===== src/rtl/fifo_pkg.sv =====
// Shared helpers for the synchronous FIFO: address-width derivation and
// parameter legality checks evaluated at elaboration.
package fifo_pkg;

  function automatic int addr_w(input int depth);
    return $clog2(depth);
  endfunction

  function automatic bit is_pow2(input int v);
    return (v > 0) && ((v & (v - 1)) == 0);
  endfunction

  function automatic bit params_ok(input int width, input int depth,
                                   input int afull_th, input int aempty_th);
    return (width >= 1) && is_pow2(depth) && (depth >= 4) &&
           (afull_th >= 1) && (afull_th <= depth) &&
           (aempty_th >= 0) && (aempty_th <= depth - 1);
  endfunction

endpackage


===== src/rtl/sync_fifo_ram.sv =====
// Simple dual-port storage: one write port, one registered read port.
// Only the read output register is reset; the array itself is not.
module sync_fifo_ram #(
  parameter int WIDTH = 32,
  parameter int DEPTH = 64
) (
  input  logic                     clk,
  input  logic                     rst_n,
  input  logic                     we,
  input  logic [$clog2(DEPTH)-1:0] waddr,
  input  logic [WIDTH-1:0]         wdata,
  input  logic                     re,
  input  logic [$clog2(DEPTH)-1:0] raddr,
  output logic [WIDTH-1:0]         rdata
);

  logic [WIDTH-1:0] mem_q [DEPTH];
  logic [WIDTH-1:0] rdata_q;

  always_ff @(posedge clk) begin
    if (we) begin
      mem_q[waddr] <= wdata;
    end
  end

  // rdata holds its last value when no read is accepted
  always_ff @(posedge clk or negedge rst_n) begin
    if (!rst_n) begin
      rdata_q <= '0;
    end else if (re) begin
      rdata_q <= mem_q[raddr];
    end
  end

  assign rdata = rdata_q;

endmodule


===== src/rtl/sync_fifo_param.sv =====
// Single-clock FIFO: pointer/occupancy control around sync_fifo_ram, with
// read-valid strobe, threshold flags and overflow/underflow pulses.
module sync_fifo_param
  import fifo_pkg::*;
#(
  parameter int WIDTH     = 32,
  parameter int DEPTH     = 64,
  parameter int AFULL_TH  = DEPTH - 2,
  parameter int AEMPTY_TH = 2
) (
  input  logic                   clk,
  input  logic                   rst_n,
  input  logic [WIDTH-1:0]       wdata,
  input  logic                   we,
  input  logic                   re,
  output logic [WIDTH-1:0]       rdata,
  output logic                   rvalid,
  output logic                   full,
  output logic                   empty,
  output logic                   almost_full,
  output logic                   almost_empty,
  output logic [$clog2(DEPTH):0] count,
  output logic                   overflow,
  output logic                   underflow
);

  localparam int ADDR_W = addr_w(DEPTH);
  localparam logic [ADDR_W:0] ONE_C    = (ADDR_W + 1)'(1);
  localparam logic [ADDR_W:0] DEPTH_C  = (ADDR_W + 1)'(DEPTH);
  localparam logic [ADDR_W:0] AFULL_C  = (ADDR_W + 1)'(AFULL_TH);
  localparam logic [ADDR_W:0] AEMPTY_C = (ADDR_W + 1)'(AEMPTY_TH);

  if (!params_ok(WIDTH, DEPTH, AFULL_TH, AEMPTY_TH)) begin : g_param_check
    $error("sync_fifo_param: illegal WIDTH/DEPTH/threshold parameters");
  end

  logic [ADDR_W:0] wptr_q, wptr_d;
  logic [ADDR_W:0] rptr_q, rptr_d;
  logic [ADDR_W:0] count_q, count_d;
  logic            rvalid_q;
  logic            overflow_q;
  logic            underflow_q;
  logic            wr_ok;
  logic            rd_ok;
  logic [ADDR_W:0] ptr_diff;

  // Flags decode the registered count only, so they never follow we/re.
  assign full         = (count_q == DEPTH_C);
  assign empty        = (count_q == '0);
  assign almost_full  = (count_q >= AFULL_C);
  assign almost_empty = (count_q <= AEMPTY_C);

  assign wr_ok = we & ~full;
  assign rd_ok = re & ~empty;

  always_comb begin
    wptr_d  = wptr_q;
    rptr_d  = rptr_q;
    count_d = count_q;
    if (wr_ok) begin
      wptr_d = wptr_q + ONE_C;
    end
    if (rd_ok) begin
      rptr_d = rptr_q + ONE_C;
    end
    case ({wr_ok, rd_ok})
      2'b10:   count_d = count_q + ONE_C;
      2'b01:   count_d = count_q - ONE_C;
      default: count_d = count_q;
    endcase
  end

  always_ff @(posedge clk or negedge rst_n) begin
    if (!rst_n) begin
      wptr_q      <= '0;
      rptr_q      <= '0;
      count_q     <= '0;
      rvalid_q    <= 1'b0;
      overflow_q  <= 1'b0;
      underflow_q <= 1'b0;
    end else begin
      wptr_q      <= wptr_d;
      rptr_q      <= rptr_d;
      count_q     <= count_d;
      rvalid_q    <= rd_ok;
      overflow_q  <= we & full;
      underflow_q <= re & empty;
    end
  end

  sync_fifo_ram #(
    .WIDTH (WIDTH),
    .DEPTH (DEPTH)
  ) u_ram (
    .clk   (clk),
    .rst_n (rst_n),
    .we    (wr_ok),
    .waddr (wptr_q[ADDR_W-1:0]),
    .wdata (wdata),
    .re    (rd_ok),
    .raddr (rptr_q[ADDR_W-1:0]),
    .rdata (rdata)
  );

  // Wrap-bit pointers must always agree with the occupancy counter.
  assign ptr_diff = wptr_q - rptr_q;

  a_ptr_count : assert property (@(posedge clk) disable iff (!rst_n)
    ptr_diff == count_q);

  assign count     = count_q;
  assign rvalid    = rvalid_q;
  assign overflow  = overflow_q;
  assign underflow = underflow_q;

endmodule


===== config.mk =====
export PLATFORM = sky130hd
export DESIGN_NAME = sync_fifo_param
export DESIGN_NICKNAME = d
export VERILOG_FILES = /design/src/rtl/fifo_pkg.sv /design/src/rtl/sync_fifo_ram.sv /design/src/rtl/sync_fifo_param.sv
export SDC_FILE = /design/constraint.sdc
export NUM_CORES = 2
export LEC_CHECK = 0
export CELL_PAD_IN_SITES_DETAIL_PLACEMENT = 1
export CELL_PAD_IN_SITES_GLOBAL_PLACEMENT = 2
export CORE_MARGIN = 5
export CORE_UTILIZATION = 30
export CTS_BUF_LIST = sky130_fd_sc_hd__clkbuf_8
export CTS_CLUSTER_DIAMETER = 60
export DETAILED_ROUTE_END_ITERATION = 12
export PLACE_DENSITY_LB_ADDON = 0.1
export SLEW_MARGIN = 20
export SYNTH_ARGS = -nofsm -noshare
export SYNTH_HDL_FRONTEND = slang
export SYNTH_SLANG_ARGS = --single-unit

===== constraint.sdc =====
create_clock -name clk -period 3.48 [get_ports clk]
set_clock_uncertainty 0.05 [all_clocks]
set_input_delay 0.348 -clock clk [delete_from_list [all_inputs] [get_ports clk]]
set_output_delay 0.348 -clock clk [all_outputs]
set_load 0.05 [all_outputs]

==> run summary <==
The number of distinct library cells after synthesis is 60. The die covers 280,000 µm². The count of non-filler cells in the finished layout is 8,240. For this run the aggregate overflow at the end of global routing stands at 0. Overall power consumption after layout is estimated at 75.4 mW. The final estimated routing congestion in global placement is 0.726. In this run switching power makes up 33.7% of total power. The portion of the post-synthesis area used by sequential elements is 77.8%. The initial antenna violation count is 28. The internal power summed over all cells came out at 50.0 mW. The number of iterations in the first detailed-routing pass is 5.

The detailed-route vias per instance is 4.97. The height of the die came out at 529 µm. The share of total power in sequential cells is 39.6%. The HPWL reported at the end of detailed placement is 160,000 µm. The count of flip-flops with a built-in enable after synthesis came out at 2,048.

The count of nets after finishing is 4,405. The post-route DRC violation count came out at 0. The critical path arrival is 4.12 ns. The worst setup path is launched from a flop. The area of the core region is 268,000 µm². The logic gate share of total power came out at 31.7%. The horizontal die dimension came out at 529 µm. The row count is 190. The worst voltage drop across the vdd grid came out at 0.308 mV. Global routing used 30.1% of the available met2 tracks. For this configuration, the core starts out at a cell density of 30.1%. The final setup violation count is 0. The worst pin sits at a relative slew slack of 24.7%. The wire length reported by the detailed router came out at 261,000 µm. The worst path uses 95.8% of the clock period. Global routing used 18.5% of the available tracks across all layers.

The global routing met1 resource utilization came out at 26.5%. The class of the worst hold path is in -> reg. The cell chosen for the clock root is clkbuf_8. The smallest clock period supported by the final layout is computed as 3.33 ns. The number of routed nets with antenna violations came out at 0.

In this run, the number of DRC markers left after iteration 0 of detailed routing was 3,120. The post-CTS setup-driven buffer insertion count is 0. The average instance area after synthesis is 21.8 µm². The flow ran to the end, and the final reports show no timing, DRC or antenna violations. The final sum of negative setup slack came out at 0 ns. The number of ports placed on the die boundary came out at 82. In the synthesized netlist the dominant register cell turns out to be edfxtp_1. The number of violations of the max-capacitance limit is 0.

The average routed wire per standard cell is 31.7 µm. The final count of hold timing violations came to 0. The register-to-register path setup slack is 0.15 ns. The required time of the critical path is 4.27 ns. The cell count after placement came out at 7,501. The critical path is of the reg -> reg type. The cell area reported after detailed placement is 89,200 µm².

TritonCTS built the clock tree. The most congested layer reported by global routing is met2. The post-synthesis async set-or-reset flop share is 2.57%.

The analysis attributes to cell leakage a power of 31.1 nW. The CTS sink count came out at 2,102. The synthesis-stage register bit count came out at 2,102. After clock tree synthesis, the clock-pin slew on the worst setup and hold paths is 0.06 ns. The maximum clock frequency is 300 MHz. During synthesis, Yosys emitted a total of 0 warnings.

In this design, the critical path's most frequently occurring cell is buf_12. The power density over the cells came out at 781 nW/µm². Entering global routing, the biggest net connects 65 pins.

The share of cells above drive strength 1 came out at 32.1%. The clock latency on the worst-skew pair is 0.99 ns. The number of global-route vias before repair was 44,000. The summed instance area of the synthesized netlist came out at 80,800 µm².

The area added between synthesis and finish came out at 19.6%. Once layout is done, the placed cells without fillers occupy 96,600 µm². The via total after detailed routing came out at 40,900. The net count of the mapped netlist is 3,742.

The relative contribution of the clock network to total power is 28.6%. The number of input and output port buffers inserted came out at 81. Global routing used 2.72% of the available met3 tracks. The longest clock path from root to sink contains 4 buffers.

The final-report max-slew violation count is 0. For this design, the slowest cell found on the critical path is dfrtp_4. In this run the number of H-tree levels came out at 5. The first global-routing pass estimated 364,000 µm of wire.

The total CTS buffers came out at 379. The biggest fanout along the worst timing path is 33. The largest stage delay on the critical path is 0.63 ns. The worst setup path is captured at a flop.

At the pin with the least slew margin, the transition time is 1.13 ns. Setup repair after global routing left no endpoint under its margin. The switching power of the nets came out at 25.4 mW. The critical path goes through buf_12 > buf_12 > buf_12 > mux4_2 > mux2i_1 > buf_4 > a211oi_1 > o21ai_0 > o311ai_1. The cell count after synthesis is 3,701.
layout make-up:
class	instances	area, µm²
tap	3552	4440
multi-input combinational	1381	17300
inverter	6	22.5
sequential	2102	62900
timing repair buffer	494	4940
clock buffer	403	5550
fill	26000	171000
antenna	16	40.0
clock inverter	286	1420
cell families after synthesis:
family	synth area share (%)
AO/OA/AOI/OAI	2.83
XOR/XNOR	0.195
adder cells (fa/ha/maj)	0.0775
buffers and inverters	1.46
flip-flops	77.8
multiplexers	15.7
AND/OR/NAND/NOR	1.93
power by group through the flow:
stage	Sequential [mW]	Combinational, mW	Clock (mW)
global placement	30.4	24.5	0
floorplan	30.6	13.0	0
detailed placement	30.5	24.4	0
global route	30.0	25.4	23.7
CTS	29.9	24.5	22.5
finish	29.9	23.9	21.6
stage by stage:
stage                     hold WS, ns  utilization, %  worst slack (ns)
after global placement          0.461            33.3           -0.0216
after floorplan               0.00241               -            -0.392
final                          0.0892            36.0             0.146
after global routing           0.0386            36.0            0.0207
after CTS                     0.00794            36.0          0.000862
after detailed placement        0.454            33.3          -0.00844
worst paths after layout:
kind                                            start                       endpoint  cells after the start
worst max-delay path            rptr_q[0]$_DFFE_PN0P_     u_ram.rdata[3]$_DFFE_PN0P_                      9
worst min-delay path                        wdata[20]  u_ram.mem_q[35][20]$_DFFE_PP_                      1
worst max register to register  rptr_q[0]$_DFFE_PN0P_     u_ram.rdata[3]$_DFFE_PN0P_                      9
worst min register to register  wptr_q[2]$_DFFE_PN0P_          wptr_q[2]$_DFFE_PN0P_                      1
max in group asynchronous                       rst_n    u_ram.rdata[27]$_DFFE_PN0P_                      4
min in group asynchronous                       rst_n     u_ram.rdata[8]$_DFFE_PN0P_                      4
placed cells by master (no fill, tap or decap), types with 10 or more instances in the layout:
cell	count
dfrtp_1	49
a22oi_1	15
a22o_1	27
buf_4	298
clkdlybuf4s50_1	45
o41ai_1	10
clkbuf_8	403
clkinv_2	40
o22ai_1	73
nand3_1	31
edfxtp_1	2048
a221oi_1	12
o2111ai_1	27
xnor2_1	11
o21ai_0	24
nor2_1	41
mux4_2	426
nor2_4	64
diode_2	16
o311ai_1	13
buf_12	87
and2_1	15
clkinv_1	80
inv_1	146
mux2_2	99
buf_2	29
nor3_1	31
mux2i_1	177
o221ai_1	19
nand2_1	112
a211oi_1	39
dlygate4sd3_1	32
registers in the layout, indices dropped and copies added (netlist names):
signal,count
wptr_q,6
count,7
u_ram.rdata,32
rptr_q,6
rvalid,1
underflow,1
u_ram.mem_q,2048
overflow,1
cells in the mapped netlist (6+ instances only):
cell type  instances  share of area, %
edfxtp_1        2048                76
mux4_2           426                12
mux2i_1          177               2.2
nand2_1          112              0.52
nor2_1           107              0.50
mux2_2            99               1.4
buf_2             77              0.48
o22ai_1           73              0.57
clkbuf_1          72              0.33
dfrtp_1           54               1.7
a211oi_1          40              0.37
nor3_1            35              0.22
buf_4             34              0.32
nand3_1           31              0.19
a22o_1            27              0.29
o2111ai_1         27              0.29
o21ai_0           25              0.15
o221ai_1          19              0.21
and2_1            16              0.12
a22oi_1           15              0.14
buf_6             15              0.21
o311ai_1          14              0.15
a221oi_1          12              0.13
buf_1             12             0.056
o41ai_1           12              0.13
xnor2_1           11              0.12
nor2b_1           10             0.077
mux4_1             7              0.23
o211ai_1           7             0.065
xor2_1             7             0.076
a21oi_1            6             0.037
nand3b_1           6             0.056
or3_1              6             0.046
per-layer routing:
| metal | vias to the layer above | routed length [µm] |
|---|---|---|
| li1 | 17100 | - |
| met2 | 944 | 125000 |
| met5 | - | 27 |
| met3 | 343 | 10400 |
| met4 | 4 | 4390 |
| met1 | 22600 | 121000 |
critical path: cells and delay by family (launching register included):
kind	cells	cell delay, ns
buffers and inverters	4	0.81
AO/OA/AOI/OAI	3	1.30
multiplexers	2	0.37
flip-flops	1	0.63
what timing repair did:
action | 4_1_cts | 5_1_grt
hold endpoints to repair | 624 | 132
gates resized for setup | 3 | 3
hold buffers | 30 | 3
setup endpoints to repair | 3 | 3
Note: power is estimated with default switching activity, not from simulation.
